$ cat src/rtl/anim_pkg.sv
// Shared defaults and state type for the sprite animation scheduler.
// SPRITE_ANIM_LOOP_EN enables per-request looping; without it every sequence is one-shot.
package anim_pkg;

  localparam int DEF_NUM_CH  = 4;
  localparam int DEF_FRAME_W = 4;
  localparam int DEF_HOLD_W  = 6;

  typedef enum logic {
    ANIM_IDLE = 1'b0,
    ANIM_RUN  = 1'b1
  } anim_state_t;

`ifdef SPRITE_ANIM_LOOP_EN
  localparam bit LOOP_EN = 1'b1;
`else
  localparam bit LOOP_EN = 1'b0;
`endif

endpackage

$ cat src/rtl/anim_channel.sv
// One animation channel: captures a request on load and steps frames on frame ticks.
// Looping honoured only when SPRITE_ANIM_LOOP_EN is defined (see anim_pkg::LOOP_EN).
//
// state     | meaning
// ANIM_IDLE | no sequence active, frame_idx holds last shown frame
// ANIM_RUN  | sequence active, advancing on ticks
module anim_channel
  import anim_pkg::*;
#(
  parameter int FRAME_W = DEF_FRAME_W,
  parameter int HOLD_W  = DEF_HOLD_W
) (
  input  logic               Clk,
  input  logic               Reset,
  input  logic               tick,
  input  logic               load,
  input  logic               stop,
  input  logic [FRAME_W-1:0] ld_nframes,
  input  logic [HOLD_W-1:0]  ld_hold,
  input  logic               ld_loop,
  output logic               busy,
  output logic [FRAME_W-1:0] frame_idx,
  output logic               done
);

  anim_state_t        state_q, state_d;
  logic [FRAME_W-1:0] nframes_q, nframes_d;
  logic [FRAME_W-1:0] frame_q, frame_d;
  logic [HOLD_W-1:0]  hold_q, hold_d;
  logic [HOLD_W-1:0]  hold_cnt_q, hold_cnt_d;
  logic               loop_q, loop_d;
  logic               done_q, done_d;

  always_ff @(posedge Clk) begin
    if (Reset) begin
      state_q    <= ANIM_IDLE;
      nframes_q  <= '0;
      frame_q    <= '0;
      hold_q     <= '0;
      hold_cnt_q <= '0;
      loop_q     <= 1'b0;
      done_q     <= 1'b0;
    end else begin
      state_q    <= state_d;
      nframes_q  <= nframes_d;
      frame_q    <= frame_d;
      hold_q     <= hold_d;
      hold_cnt_q <= hold_cnt_d;
      loop_q     <= loop_d;
      done_q     <= done_d;
    end
  end

  always_comb begin
    state_d    = state_q;
    nframes_d  = nframes_q;
    frame_d    = frame_q;
    hold_d     = hold_q;
    hold_cnt_d = hold_cnt_q;
    loop_d     = loop_q;
    done_d     = 1'b0;
    if (load) begin
      // zero counts are clamped to one so the terminal compares below never underflow
      state_d    = ANIM_RUN;
      nframes_d  = (ld_nframes == '0) ? FRAME_W'(1) : ld_nframes;
      hold_d     = (ld_hold == '0) ? HOLD_W'(1) : ld_hold;
      loop_d     = ld_loop & LOOP_EN;
      hold_cnt_d = '0;
      frame_d    = '0;
    end else if (state_q == ANIM_RUN) begin
      if (stop) begin
        state_d = ANIM_IDLE;
      end else if (tick) begin
        if (hold_cnt_q == hold_q - HOLD_W'(1)) begin
          hold_cnt_d = '0;
          if (frame_q == nframes_q - FRAME_W'(1)) begin
            if (loop_q) begin
              frame_d = '0;
            end else begin
              state_d = ANIM_IDLE;
              done_d  = 1'b1;
            end
          end else begin
            frame_d = frame_q + FRAME_W'(1);
          end
        end else begin
          hold_cnt_d = hold_cnt_q + HOLD_W'(1);
        end
      end
    end
  end

  assign busy      = (state_q == ANIM_RUN);
  assign frame_idx = frame_q;
  assign done      = done_q;

endmodule

$ cat src/rtl/sprite_anim_scheduler.sv
// Multi-channel sprite animation scheduler: frame_clk synchronizer, round-robin load arbiter, channel array.
// Build with SPRITE_ANIM_LOOP_EN to honour req_loop; otherwise all sequences are one-shot.
module sprite_anim_scheduler
  import anim_pkg::*;
#(
  parameter int NUM_CH  = DEF_NUM_CH,
  parameter int FRAME_W = DEF_FRAME_W,
  parameter int HOLD_W  = DEF_HOLD_W
) (
  input  logic                      Clk,
  input  logic                      Reset,
  input  logic                      frame_clk,
  input  logic [NUM_CH-1:0]         req,
  input  logic [NUM_CH*FRAME_W-1:0] req_nframes,
  input  logic [NUM_CH*HOLD_W-1:0]  req_hold,
  input  logic [NUM_CH-1:0]         req_loop,
  input  logic [NUM_CH-1:0]         stop,
  output logic [NUM_CH-1:0]         gnt,
  output logic [NUM_CH-1:0]         busy,
  output logic [NUM_CH*FRAME_W-1:0] frame_idx,
  output logic [NUM_CH-1:0]         done
);

  localparam int PTR_W = (NUM_CH > 1) ? $clog2(NUM_CH) : 1;

  logic             fc_s1, fc_s2, fc_s3;
  logic             tick;
  logic [PTR_W-1:0] ptr_q, ptr_d;
  logic [PTR_W-1:0] idx, gnt_idx;
  logic [NUM_CH-1:0] eligible, gnt_c;
  logic             found;

  // Preset to 1 so a frame_clk already high at reset release is not seen as a rising edge.
  always_ff @(posedge Clk) begin
    if (Reset) begin
      fc_s1 <= 1'b1;
      fc_s2 <= 1'b1;
      fc_s3 <= 1'b1;
    end else begin
      fc_s1 <= frame_clk;
      fc_s2 <= fc_s1;
      fc_s3 <= fc_s2;
    end
  end

  assign tick     = fc_s2 & ~fc_s3;
  assign eligible = req & ~stop & ~busy;

  always_comb begin
    gnt_c   = '0;
    found   = 1'b0;
    idx     = '0;
    gnt_idx = ptr_q;
    for (int k = 0; k < NUM_CH; k++) begin
      idx = PTR_W'((int'(ptr_q) + k) % NUM_CH);
      if (!found && eligible[idx]) begin
        found      = 1'b1;
        gnt_c[idx] = 1'b1;
        gnt_idx    = idx;
      end
    end
    ptr_d = ptr_q;
    if (found) begin
      ptr_d = (gnt_idx == PTR_W'(NUM_CH - 1)) ? '0 : gnt_idx + PTR_W'(1);
    end
  end

  always_ff @(posedge Clk) begin
    if (Reset) ptr_q <= '0;
    else       ptr_q <= ptr_d;
  end

  assign gnt = Reset ? '0 : gnt_c;

  for (genvar i = 0; i < NUM_CH; i++) begin : g_ch
    anim_channel #(
      .FRAME_W (FRAME_W),
      .HOLD_W  (HOLD_W)
    ) u_ch (
      .Clk        (Clk),
      .Reset      (Reset),
      .tick       (tick),
      .load       (gnt[i]),
      .stop       (stop[i]),
      .ld_nframes (req_nframes[i*FRAME_W +: FRAME_W]),
      .ld_hold    (req_hold[i*HOLD_W +: HOLD_W]),
      .ld_loop    (req_loop[i]),
      .busy       (busy[i]),
      .frame_idx  (frame_idx[i*FRAME_W +: FRAME_W]),
      .done       (done[i])
    );
  end

endmodule

$ cat config.mk
export PLATFORM = sky130hd
export DESIGN_NAME = sprite_anim_scheduler
export DESIGN_NICKNAME = d
export VERILOG_FILES = /design/src/rtl/anim_pkg.sv /design/src/rtl/anim_channel.sv /design/src/rtl/sprite_anim_scheduler.sv
export SDC_FILE = /design/constraint.sdc
export NUM_CORES = 1
export LEC_CHECK = 0
export CORE_MARGIN = 2
export CORE_UTILIZATION = 58
export DETAILED_ROUTE_END_ITERATION = 6
export DONT_BUFFER_PORTS = 1
export GPL_ROUTABILITY_DRIVEN = 1
export PLACE_DENSITY = 0.83
export SKIP_LAST_GASP = 1
export SLEW_MARGIN = 15
export SYNTH_ARGS = -nofsm -noshare
export SYNTH_HDL_FRONTEND = slang
export SYNTH_SLANG_ARGS = --single-unit
$ cat constraint.sdc
create_clock -name Clk -period 7.75 [get_ports Clk]
set_clock_uncertainty 0.15 [all_clocks]
set_input_delay 1.55 -clock Clk [delete_from_list [all_inputs] [get_ports Clk]]
set_output_delay 1.55 -clock Clk [all_outputs]
set_load 0.03 [all_outputs]
==> flow_summary.toml, run 1 <==
[status]
status = "complete, no violations"

[synth]
asyncSetResetFlopFracSynth = 0
ys_seq_elements = 93
synth.top_cell.area_share = 0.348
yosys-top-cells-area = "sky130_fd_sc_hd__dfxtp_1 (35%), sky130_fd_sc_hd__xnor2_1 (9.8%), sky130_fd_sc_hd__mux2i_1 (7.1%), sky130_fd_sc_hd__nor2_1 (5.5%), sky130_fd_sc_hd__ha_1 (5.4%)"
synth_top_cell_by_area = "sky130_fd_sc_hd__dfxtp_1"
synthDistinctLibCells = 52
synthesized_area_um2 = 5350
synth_edf_count = 0
syn_nets = 658
synth_sequential_area_ratio = 0.348
number_of_cells_produced_by_synthesis = 580
avgSynthCellArea_um2 = 9.23
synthFlopType = "sky130_fd_sc_hd__dfxtp_1"
yosys_warnings = 0

[critical_path]
worstPathArrival_ns = 4.07
timing.setup.critical_path_class = "in2out"
timing.critical_path.to_type = "primary output"
worst-r2r-setup-slack_ns = 3.71
critical_path.max_fanout = 16
r2r-end = "g_ch[3].u_ch.done"
path_delay_family = "simple AND/OR/NAND/NOR gates"
beginning_of_the_worst_register_to_register_path = "ptr_q[0]"
startpoint_type = "input pin"
timing.critical_path.slowest_cell_delay_ns = 0.86
path_buf_inv = 0
cp.depth = 5
timing.critical_path.cells = "nor3b_1 > mux4_2 > nor3b_4 > a221oi_4 > nor2_1"
cp_slowest_cell = "sky130_fd_sc_hd__a221oi_4"
depth_of_the_worst_register_to_register_path = 9
critPathRequiredTime_ns = 6.05

[route]
route.detailed.vias_per_inst = 5.87
drt-wirelength-per-cell_um = 15.7
drt_drc_violations_left = 0
ant_nets = 0
firstDrtPassIters = 4
dr_total_vias = 3991
detail_route.wirelength_um = 10700
initialDrtViolationCount = 201

[power_and_ir_drop]
p_per_area_nw_per_um2 = 332
leakage_nw = 2.18
power_frac_seq = 0.365
vdd_drop_max_mv = 0.185
share_clk_of_total_power = 0.168
switchingPower_mw = 0.744
internal_power_mw = 1.08
sw_frac_of_total = 0.408
power.combinational.fraction = 0.467

[die]
num_rows = 35
die-width_um = 100
io-pin-count = 83
chipHeight_um = 100
core_area_um2 = 9110
floorplan.initialDensity = 0.588
die_area_um2 = 10000

[hold_path]
worstHoldPathType = "reg2reg"
hold_path_end = "fc_s2"
hp-start = "fc_s1"
min_path_cells = 1

[global_route]
grt_first_pass_wirelength_um = 17900
grt_pass1_vias = 3922
gr-total-overflow = 0
grt.total_usage = 0.219
grt_max_degree = 63
number_of_antenna_violations_at_the_first_check_in_global_routing = 0

[placement]
numPlacedInstances = 664
post-place-ws_ns = 1.99
io_buffers = 0
globalplace.congestion = 0.823
dp_hpwl_um = 7920

[sta]
worst_margin_slew_ns = 1.00
min_period_ns = 5.77
worst_relative_slew_slack = 0.333
rsz0062_at_grt = "false"
post-route-worst-setup-slack_ns = 1.98
timing.fmax_mhz = 173
slew_violations = 0
fin_tns_setup_ns = 0
hold_slack_ns = 0.279
finalSetupViolations = 0
final-hold-violation-count = 0
period_share = 0.745

[clocking]
cts_post_setup_buffers_inserted = 0
numClockSinks = 93
worst_skew_pair.late_latency_ns = 0.36
tritoncts = "done"
clk_path_buf_depth = 2
post_cts_resize_count = 0
cts_inserted_buffers = 9
cts_root_buffer = "sky130_fd_sc_hd__clkbuf_8"
cts_hold_buffers = 0
clk_transition_reported_paths_ns = 0.08
cts_htree_levels = 3

[final_layout]
filler_instances = 803
postLayoutCoreUtil = 0.603
post_route_cells_drive_above_1_share = 0.0738
antennaDiodeCount = 0
count_of_nets_after_finishing = 642
final_cells = 680
layout.cells.most_common = "sky130_fd_sc_hd__dfxtp_1"
commonest_non_fill_non_tap_cells_in_the_layout = "sky130_fd_sc_hd__dfxtp_1 (93), sky130_fd_sc_hd__nor2_1 (78), sky130_fd_sc_hd__xnor2_1 (60)"
layout-area-overhead-vs-synth_pct = 2.59

[run]
timing.max_cap.violations = 0
==> cell type report <==
class                      count  area, um^2  share of cell area
tap                          111         139              0.0253
clock inverter                 6        47.5             0.00866
multi-input combinational    441        3240               0.589
inverter                      19        71.3              0.0130
sequential                    93        1860               0.339
clock buffer                  10         138              0.0251
==> worst reg2reg max path, delay by kind of cell (launching register included) <==
kind	cells	cell delay [ns]
AND/OR/NAND/NOR	5	1.30
AO/OA/AOI/OAI	2	1.07
flip-flops	1	0.71
adder cells (fa/ha/maj)	1	0.49
buffers and inverters	1	0.27
==> how the worst max path moves through the flow <==
stage                     slack [ns]      to  startpoint
final                           1.98  gnt[2]     stop[0]
after floorplan                 2.66  gnt[1]      req[3]
after global routing            1.69  gnt[2]    ptr_q[0]
after detailed placement        1.99  gnt[2]     stop[0]
after global placement          2.04  gnt[2]     stop[0]
after CTS                       1.99  gnt[2]     stop[0]
==> per-stage QoR <==
stage          area [um^2]  power [mW]
4_1_cts               5490        1.84
5_1_grt               5490        1.96
3_3_place_gp          5310        1.49
6_report              5490        1.83
2_1_floorplan         5350        1.44
3_5_place_dp          5310        1.53
==> flip-flops by register name (all words and copies together) (netlist names) <==
signal                count
g_ch.u_ch.hold_q         24
fc_s1                     1
g_ch.u_ch.hold_cnt_q     24
g_ch.u_ch.frame_idx      16
ptr_q                     2
fc_s2                     1
fc_s3                     1
g_ch.u_ch.done            4
g_ch.u_ch.nframes_q      16
g_ch.u_ch.busy            4
==> synthesized netlist by cell type, types with 9 or more instances <==
cell type / number
sky130_fd_sc_hd__dfxtp_1: 93
sky130_fd_sc_hd__nand3_1: 10
sky130_fd_sc_hd__xnor2_1: 60
sky130_fd_sc_hd__nor2_1: 78
sky130_fd_sc_hd__xor2_1: 25
sky130_fd_sc_hd__mux2i_1: 38
sky130_fd_sc_hd__nand4_1: 17
sky130_fd_sc_hd__inv_1: 18
sky130_fd_sc_hd__clkbuf_1: 9
sky130_fd_sc_hd__and2_1: 21
sky130_fd_sc_hd__nor3_1: 30
sky130_fd_sc_hd__nand2_1: 22
sky130_fd_sc_hd__ha_1: 23
sky130_fd_sc_hd__buf_4: 12
sky130_fd_sc_hd__a21oi_1: 17
==> cells by family after synthesis <==
group / synth area share
AND/OR/NAND/NOR: 0.234
adder cells (fa/ha/maj): 0.0538
multiplexers: 0.0837
AO/OA/AOI/OAI: 0.0937
XOR/XNOR: 0.139
buffers and inverters: 0.0479
flip-flops: 0.348
==> power by group through the flow <==
stage	logic (mW)	clock network (mW)	registers, mW
2_1_floorplan	0.809	0	0.631
3_3_place_gp	0.818	0	0.670
3_5_place_dp	0.853	0	0.677
4_1_cts	0.858	0.316	0.665
5_1_grt	0.944	0.336	0.680
6_report	0.853	0.307	0.666
==> layer usage <==
layer / track usage / part of all wire / wire [um]
met1: 0.279 / 0.45 / 4800
met2: 0.370 / 0.49 / 5260
met3: 0.0501 / 0.043 / 456
met4: 0.0717 / 0.014 / 153
met5: 0 / 0 / 0
No activity file was read; power rests on OpenSTA's default activity.
==> run 2: changes to the inputs <==
- ABC_AREA: not set -> 1
- clock period: 7.75 -> 5.5 ns (I/O delays scaled with it)
==> flow_summary.toml, run 2 <==
[sta]
fin_tns_setup_ns = 0
worst_margin_slew_ns = 0.814
finalSetupViolations = 0
final-hold-violation-count = 0
worst_relative_slew_slack = 0.456
period_share = 0.765
slew_violations = 0
rsz0062_at_grt = "false"
min_period_ns = 4.21
timing.fmax_mhz = 238
hold_slack_ns = 0.272

[global_route]
grt_pass1_vias = 4488
global_route.usage.met1 = 0.259
top_usage_layer = "met2"
grt_first_pass_wirelength_um = 19000
grt.total_usage = 0.223
gr-total-overflow = 0
met3_usage = 0.0609
number_of_antenna_violations_at_the_first_check_in_global_routing = 0
grt_max_degree = 21
grt.met2_usage = 0.405

[final_layout]
multi_input_gate_area_um2 = 3150
biggestRegsByFlops = "g_ch.u_ch.hold_cnt_q: 24 flops, g_ch.u_ch.hold_q: 24 flops"
filler_instances = 818
layout.cells.most_common = "sky130_fd_sc_hd__nand2_1"
post_route_cells_drive_above_1_share = 0.119
count_of_nets_after_finishing = 803
antennaDiodeCount = 0
commonest_non_fill_non_tap_cells_in_the_layout = "sky130_fd_sc_hd__nand2_1 (137), sky130_fd_sc_hd__inv_1 (97), sky130_fd_sc_hd__dfxtp_1 (93)"
final-seq-area_um2 = 1860
layout-area-overhead-vs-synth_pct = 3.61

[synth]
ys_seq_elements = 93
yosys_warnings = 0
synthFlopType = "sky130_fd_sc_hd__dfxtp_1"
yosys-top-cells-area = "sky130_fd_sc_hd__dfxtp_1 (33%), sky130_fd_sc_hd__nand2_1 (9.2%), sky130_fd_sc_hd__xor2_1 (6.6%), sky130_fd_sc_hd__inv_1 (6.5%), sky130_fd_sc_hd__ha_1 (5.2%)"
synth_top_cell_by_area = "sky130_fd_sc_hd__dfxtp_1"
synth_sequential_area_ratio = 0.334
synth_edf_count = 0
syn_nets = 812
number_of_cells_produced_by_synthesis = 734
asyncSetResetFlopFracSynth = 0
synthesized_area_um2 = 5580
synth.top_cell.area_share = 0.334
avgSynthCellArea_um2 = 7.60
yosysMostFrequentCell = "sky130_fd_sc_hd__nand2_1"
netlist_top_cells_count = "sky130_fd_sc_hd__nand2_1 (137), sky130_fd_sc_hd__inv_1 (97), sky130_fd_sc_hd__dfxtp_1 (93)"
synthDistinctLibCells = 43

[hold_path]
worstHoldPathType = "reg2reg"

[placement]
dp_hpwl_um = 8740
globalplace.congestion = 0.849
io_buffers = 0

[clocking]
post_cts_resize_count = 0
cts_hold_buffers = 0
numClockSinks = 93
clk_path_buf_depth = 2
cts_post_setup_buffers_inserted = 0
worst_skew_pair.late_latency_ns = 0.37
tritoncts = "done"
cts_root_buffer = "sky130_fd_sc_hd__clkbuf_8"
cts_inserted_buffers = 9
cts_htree_levels = 3
clk_transition_reported_paths_ns = 0.09

[route]
dr_total_vias = 4603
detail_route.wirelength_um = 11300
firstDrtPassIters = 5
drt-wirelength-per-cell_um = 13.2
initialDrtViolationCount = 201
route.detailed.vias_per_inst = 5.36
drt_drc_violations_left = 0
ant_nets = 0

[die]
floorplan.initialDensity = 0.601
die-width_um = 102
num_rows = 35
chipHeight_um = 102
die_area_um2 = 10400
io-pin-count = 83
core_area_um2 = 9280

[critical_path]
startpoint_type = "flop"
critical_path.max_fanout = 14
critPathRequiredTime_ns = 4.25
timing.setup.critical_path_class = "reg2out"
timing.critical_path.to_type = "primary output"
worstPathArrival_ns = 2.96

[power_and_ir_drop]
vdd_drop_max_mv = 0.227
p_per_area_nw_per_um2 = 513
leakage_nw = 2.36

[status]
status = "complete, no violations"

[run]
timing.max_cap.violations = 0
-- run 2: critical path, cell delays in order, from the launching register on --
cell and delay, ns:
sky130_fd_sc_hd__dfxtp_1 0.80, sky130_fd_sc_hd__inv_6 0.13, sky130_fd_sc_hd__ha_1 0.40, sky130_fd_sc_hd__inv_1 0.13, sky130_fd_sc_hd__nand3_1 0.10, sky130_fd_sc_hd__nand2_2 0.13
sky130_fd_sc_hd__nand2_1 0.12, sky130_fd_sc_hd__nor2_4 0.20, sky130_fd_sc_hd__a21oi_2 0.11, sky130_fd_sc_hd__nand2_1 0.09, sky130_fd_sc_hd__nand2_2 0.12, sky130_fd_sc_hd__inv_2 0.24
-- run 2: final timing paths --
kind                                    end  depth (start not counted)     start  slack, ns
hold reg to reg                       fc_s2                          1     fc_s1       0.27
setup / recovery                     gnt[0]                         11  ptr_q[0]       1.29
hold / removal                        fc_s2                          1     fc_s1       0.27
setup reg to reg  g_ch[0].u_ch.nframes_q[0]                         10  ptr_q[0]       2.17
-- run 2: cells by family (layout without fill, tap and decap cells) --
| family | after synthesis | in the layout | share of synthesized area |
|---|---|---|---|
| XOR/XNOR | 66 | 66 | 0.109 |
| buffers and inverters | 127 | 123 | 0.102 |
| AND/OR/NAND/NOR | 339 | 339 | 0.300 |
| flip-flops | 93 | 93 | 0.334 |
| AO/OA/AOI/OAI | 86 | 86 | 0.105 |
| adder cells (fa/ha/maj) | 23 | 23 | 0.0516 |
-- run 2: metal layers --
metal	vias to the layer above	share of wire	routed length [um]
li1	2356	-	-
met1	2139	0.43	4890
met2	95	0.50	5660
met3	13	0.057	640
met4	0	0.0099	112
met5	-	0	0
-- run 2: where the power goes --
group,internal [mW],switching (mW),leakage (nW)
Sequential,0.819,0.147,0.755
Clock,0.224,0.246,0.0959
Combinational,0.563,0.968,1.51
Total,1.61,1.36,2.36
-- run 2: final cells by class --
type,instances,share of cell area
Tap cell,129,0.0279
Multi-Input combinational cell,514,0.545
Inverter,107,0.0704
Clock buffer,11,0.0245
Sequential cell,93,0.322
Clock inverter,5,0.0102
-- run 2: through the flow --
step / power [mW] / cells / worst slack [ns] / area (um^2) / util
floorplan: 2.31 / 734 / 1.91 / 5580 / -
global placement: 2.43 / 843 / 1.78 / 5580 / 0.601
detailed placement: 2.50 / 843 / 1.72 / 5580 / 0.601
CTS: 2.98 / 859 / 1.32 / 5780 / 0.622
global route: 3.22 / 859 / 1.08 / 5780 / 0.622
finish: 2.97 / 859 / 1.29 / 5780 / 0.622
